**config.mk**
```make
export PLATFORM = sky130hd
export DESIGN_NAME = imem_load_arbiter
export DESIGN_NICKNAME = d
export VERILOG_FILES = /design/src/rtl/imem_pkg.sv /design/src/rtl/imem_load_seq.sv /design/src/rtl/imem_load_arbiter.sv
export SDC_FILE = /design/constraint.sdc
export NUM_CORES = 1
export LEC_CHECK = 0
export CAP_MARGIN = 20
export CORE_UTILIZATION = 30
export CTS_CLUSTER_DIAMETER = 30
export DETAILED_ROUTE_END_ITERATION = 6
export HOLD_SLACK_MARGIN = 0.02
export PLACE_DENSITY = 0.75
export SLEW_MARGIN = 20
export SYNTH_ARGS = -nofsm -noshare
export SYNTH_HDL_FRONTEND = slang
export SYNTH_SLANG_ARGS = --single-unit
```
**constraint.sdc**
```tcl
create_clock -name clk -period 1.84 [get_ports clk]
set_input_delay 0.276 -clock clk [delete_from_list [all_inputs] [get_ports clk]]
set_output_delay 0.276 -clock clk [all_outputs]
set_load 0.005 [all_outputs]
```
**src/rtl/imem_pkg.sv**
```systemverilog
// imem_pkg: shared constants and state encoding for the instruction-memory load arbiter
package imem_pkg;
    localparam int IMEM_AW = 10;
    localparam int IMEM_DW = 32;
    typedef enum logic [1:0] {
        ST_RUN  = 2'd0,
        ST_LOAD = 2'd1,
        ST_DONE = 2'd2
    } imem_state_e;
endpackage

```
**src/rtl/imem_load_seq.sv**
```systemverilog
// imem_load_seq: load sequencer (state, write pointer, word count, overflow flag, checksum); checksum built only with IMEM_LOAD_CSUM_EN
module imem_load_seq
    import imem_pkg::*;
#(
    parameter int AW = IMEM_AW,
    parameter int DW = IMEM_DW
) (
    input  logic        clk,
    input  logic        res,
    input  logic        ld_start_i,
    input  logic        ld_valid_i,
    input  logic        ld_last_i,
`ifdef IMEM_LOAD_CSUM_EN
    input  logic [DW-1:0] ld_data_i,
`endif
    output imem_state_e   state_o,
    output logic [AW-1:0] ptr_o,
    output logic          wr_o,
    output logic          ld_done_o,
    output logic          ld_err_o,
    output logic [AW:0]   ld_count_o,
    output logic [DW-1:0] ld_csum_o
);
    imem_state_e state_q, state_d;
    logic [AW:0] count_q, count_d;
    logic        err_q, err_d;
    logic        start, acc, full;
    // The count saturates at 2^AW, so its top bit alone marks a full memory;
    // the low bits double as the write pointer.
    assign full  = count_q[AW];
    assign start = (state_q == ST_RUN) && ld_start_i;
    assign acc   = (state_q == ST_LOAD) && ld_valid_i;
    assign wr_o  = acc && !full;
    // Next-state logic for the sequencer
    always_comb begin
        state_d = start ? ST_LOAD :
                  (acc && ld_last_i) ? ST_DONE :
                  (state_q == ST_DONE) ? ST_RUN : state_q;
        count_d = start ? '0 : wr_o ? count_q + 1'b1 : count_q;
        err_d   = start ? 1'b0 : (acc && full) ? 1'b1 : err_q;
    end
    // Sequencer state registers
    always_ff @(posedge clk or negedge res) begin
        if (!res) begin
            state_q <= ST_RUN;
            count_q <= '0;
            err_q   <= 1'b0;
        end else begin
            state_q <= state_d;
            count_q <= count_d;
            err_q   <= err_d;
        end
    end
`ifdef IMEM_LOAD_CSUM_EN
    logic [DW-1:0] csum_q, csum_d;
    // Running sum of words actually written; overflow words never reach memory and are skipped
    always_comb begin
        csum_d = start ? '0 : wr_o ? csum_q + ld_data_i : csum_q;
    end
    // Checksum register
    always_ff @(posedge clk or negedge res) begin
        if (!res) csum_q <= '0;
        else      csum_q <= csum_d;
    end
    assign ld_csum_o = csum_q;
`else
    assign ld_csum_o = '0;
`endif
    assign state_o    = state_q;
    assign ptr_o      = count_q[AW-1:0];
    assign ld_done_o  = (state_q == ST_DONE);
    assign ld_err_o   = err_q;
    assign ld_count_o = count_q;
endmodule

```
**src/rtl/imem_load_arbiter.sv**
```systemverilog
// imem_load_arbiter: shares the imem port between fetch and a priority program loader; IMEM_LOAD_CSUM_EN enables the load checksum
module imem_load_arbiter
    import imem_pkg::*;
#(
    parameter int AW = IMEM_AW,
    parameter int DW = IMEM_DW
) (
    input  logic          clk,
    input  logic          res,
    input  logic          f_req,
    input  logic [AW-1:0] f_addr,
    output logic          f_gnt,
    output logic          f_valid,
    output logic [DW-1:0] f_instr,
    output logic          cpu_hold,
    input  logic          ld_start,
    input  logic          ld_valid,
    input  logic [DW-1:0] ld_data,
    input  logic          ld_last,
    output logic          ld_ready,
    output logic          ld_done,
    output logic          ld_err,
    output logic [AW:0]   ld_count,
    output logic [DW-1:0] ld_csum,
    output logic [AW-1:0] mem_addr,
    output logic          mem_we,
    output logic [DW-1:0] mem_wdata,
    input  logic [DW-1:0] mem_rdata
);
    imem_state_e   state;
    logic [AW-1:0] ptr;
    logic          f_valid_q, f_valid_d;
    logic [DW-1:0] f_instr_q, f_instr_d;

    imem_load_seq #(.AW(AW), .DW(DW)) u_seq (
        .clk        (clk),
        .res        (res),
        .ld_start_i (ld_start),
        .ld_valid_i (ld_valid),
        .ld_last_i  (ld_last),
`ifdef IMEM_LOAD_CSUM_EN
        .ld_data_i  (ld_data),
`endif
        .state_o    (state),
        .ptr_o      (ptr),
        .wr_o       (mem_we),
        .ld_done_o  (ld_done),
        .ld_err_o   (ld_err),
        .ld_count_o (ld_count),
        .ld_csum_o  (ld_csum)
    );

    // Loader wins the port: a same-cycle ld_start blocks the fetch grant
    assign f_gnt     = (state == ST_RUN) && f_req && !ld_start;
    assign cpu_hold  = (state != ST_RUN);
    assign ld_ready  = (state == ST_LOAD);
    assign mem_addr  = (state == ST_LOAD) ? ptr : f_addr;
    assign mem_wdata = mem_we ? ld_data : '0;
    // Capture the granted word; f_instr keeps its last value between grants
    always_comb begin
        f_valid_d = f_gnt;
        f_instr_d = f_gnt ? mem_rdata : f_instr_q;
    end
    // Fetch output register
    always_ff @(posedge clk or negedge res) begin
        if (!res) begin
            f_valid_q <= 1'b0;
            f_instr_q <= '0;
        end else begin
            f_valid_q <= f_valid_d;
            f_instr_q <= f_instr_d;
        end
    end
    assign f_valid = f_valid_q;
    assign f_instr = f_instr_q;
endmodule

```
==> metrics.md <==
| Metric | Value |
|---|---|
| Total Wirelength | between 7 and 8 mm |
| Max stage delay cell, worst path | dfrtp_1 |
| Share of cells above drive strength 1 | between 20% and 30% |
| Slowest stage delay, CP | 430 ps |
| Gr ovfl total | 0 |
| CTS Buf Count | 5 |
| Setup Skew | approximately 11 ps |
| Clock power share | 13.0% |
| Status | completed |
| Most frequent cells in the layout | clkdlybuf4s50_1 (122), dfrtp_1 (46), nand2_1 (40), conb_1 (32), mux2_2 (31) |
| Vias in the first global route | 2274 |
| Startpoint Class | register |
| Final Critical Period | roughly 1800 ps |
| RSZ-0062 raised after global routing | yes |
| H-tree levels | 2 |
| Die area | approximately 8700 sq um |
| Final ANT Viol Nets | 0 |
| FP Rows | 33 |
| CTS max path bufs | 2 |
| Synth Instances | approximately 240 |
| Detailed placement HPWL | 5.74 mm |
| Io pins | a little over 200 |
| Internal power | 0.00359 W |
| Cell variety after synth | 32 |
| Final Slew Violations | 0 |
| Reg clk slew, reported paths | 90 ps |
| ANT cells | 0 |
| Maximum VDD drop | around 0.46 mV |
| Met3 GRT Util | approximately 4.2% |
| Fin Hold WS | 340 ps |
| CP top delay family | buffers and inverters |
| First-pass GRT wire length | approximately 11 mm |
| GRT Overall Usage | about 16% |
| # Max-Cap Violations | 0 |
| Drt pass-1 iters | 4 |
| Met2 usage | 32.7% |
| Critical path class | register to register |
| Fin Setup TNS | 0 ps |
| Die X-Extent | ~93 microns |
| GPL Wtd Cong | 0.804 |
| DR vias/cell | 4.35 |
| Top cells by area, synth | dfrtp_1 (47%), mux2_2 (14%), buf_4 (9.6%), and2_1 (8.0%), nand2_1 (6.0%) |
| Crit path cell chain | buf_4 -> or2_4 -> nor3b_4 -> buf_6 -> clkbuf_16 -> mux2_2 |
| Share of power burned in registers | between 30% and 40% |
| Core ar. | ~8200 sq um |
| Synth top area share | 46.8% |
| Vias after detailed routing | 2343 |
| Post-synthesis register bit count | 47 |
| HP Class | primary input to asynchronous set/reset pin |
| Mean Syn Cell Area | between 10 and 15 sq um |
| WP data arrival | about 2000 ps |
| Cell taking the most area after synthesis | dfrtp_1 |
| Combinational Power Share | 54.0% |
| CP Data Required Time | approximately 2000 ps |
| GR Util met1 | between 10% and 20% |
| TritonCTS clock tree | built |
| Residual DRC count | 0 |
| Warnings, synthesis | 0 |
| CTS Root Buffer Type | clkbuf_8 |
| Input/output buffers | 171 |
| Initial core utilization | 30.7% |
| FILL cells | around 740 |
| Largest net degree at the start of global routing | 44 |
| Total power | about 0.005 W |
| Setup-failing EPs final | 0 |
| Register area share after synthesis | 46.8% |
| Die H | 93.5 microns |
| DR WL/cell | about 14 microns |
| Most common cell after layout, fill and taps aside | clkdlybuf4s50_1 |
| Initial antenna violation count | 0 |
| Crit-path max FO | 11 |
| GRT Max-Usage Layer | met2 |
| Worst-skew pair later-pin latency | between 200 and 300 ps |
| F_max | 553 MHz |
| Net Sw Power | ~0.0015 W |
| Fin nets | 514 |
| Area delta synth->final | 76.0% |
| CP endpoint kind | register |
| Sw Share | between 20 and 30% |
| Syn Std Cell Area | approximately 2500 sq um |
| Power density over cell area | roughly 1200 nW/um^2 |
| Initial DRC count | 61 |
| Final hold violation count | 0 |
| Fin crit share | approximately 98% |
| Clk sinks | 47 |
| Leak | 2.04 nW |
| Critical path buffers and inverters | 3 |
cell usage after synthesis, drive strengths merged:
library cell,n
inv,4
a31oi,1
o21ai,4
nor3,2
or3,2
nor4,3
or2,1
a21oi,5
conb,1
ha,1
mux2i,5
mux2,32
and2,32
o21a,1
nand2b,3
nand4,2
nor2b,2
nand3,3
buf,35
nand2,40
xnor2,1
o31ai,1
or3b,1
clkinv,1
nand4bb,1
clkbuf,7
nor3b,1
dfrtp,47
nor2,3
or4,1
metrics by stage:
| step | cells | area (sq um) | setup WS (ps) | utilization (%) |
|---|---|---|---|---|
| floorplan | 274 | 2630 | 182 | - |
| global placement | 523 | 4300 | -328 | 52.6 |
| detailed placement | 523 | 4300 | -303 | 52.6 |
| CTS | 536 | 4450 | -11.3 | 54.5 |
| global route | 539 | 4420 | -46.3 | 54.1 |
| finish | 539 | 4420 | 32.7 | 54.1 |
area by class of cell:
| type | count | area [sq um] | area share [%] |
|---|---|---|---|
| Tap cell | 105 | 131 | 2.97 |
| Sequential cell | 47 | 1180 | 26.6 |
| Multi-Input combinational cell | 180 | 1170 | 26.6 |
| Clock buffer | 8 | 100 | 2.27 |
| Inverter | 5 | 23.8 | 0.538 |
| Timing Repair Buffer | 194 | 1810 | 41.0 |
flip-flops by register name, indices dropped and copies added (netlist names):
register / cells
f_instr: 32
u_seq.ld_count_o: 11
u_seq.state_o: 2
u_seq.ld_err_o: 1
f_valid: 1
metal layers:
metal	routed length, microns	up-vias
li1	-	1113
met1	2630	1091
met2	3990	128
met3	557	11
met4	167	0
met5	0	-
what timing repair did:
item	in CTS	in global routing
hold buffers	1	0
endpoints found under the setup margin	60	67
gates resized for setup	86	62
gates cloned	1	2
setup buffers	3	2
hold endpoints to repair	4	0
pin swaps	2	2
power by group through the flow:
stage	combinational [W]	clock (W)	sequential, W
final	0.00277	0.000665	0.00169
after detailed placement	0.00274	0	0.00170
after floorplan	0.000967	0	0.00172
after CTS	0.00275	0.000678	0.00169
after global placement	0.00271	0	0.00168
after global routing	0.00302	0.000734	0.00175
cells by family after synthesis:
family	after synthesis	synth area share, %
other	1	0.149
DFF	47	46.8
muxes	37	16.3
and+or+nand+nor	97	20.5
AOI/OAI and AO/OA	12	2.64
xor gates and xnor gates	1	0.349
adders and majority gates	1	0.498
buffers and inverters	47	12.7
path summary, 6_finish.rpt:
kind	depth (start not counted)	start	end	slack, ps
setup reg to reg	6	u_seq.state_o[1]	f_instr[21]	30
hold / removal	2	res	f_instr[16]	340
max in group asynchronous	3	res	u_seq.state_o[0]	1040
min in group clk	1	f_instr[8]	f_instr[8]	490
hold reg to reg	1	f_instr[8]	f_instr[8]	490
setup / recovery	6	u_seq.state_o[1]	f_instr[21]	30
No activity file was read; power rests on OpenSTA's default activity.
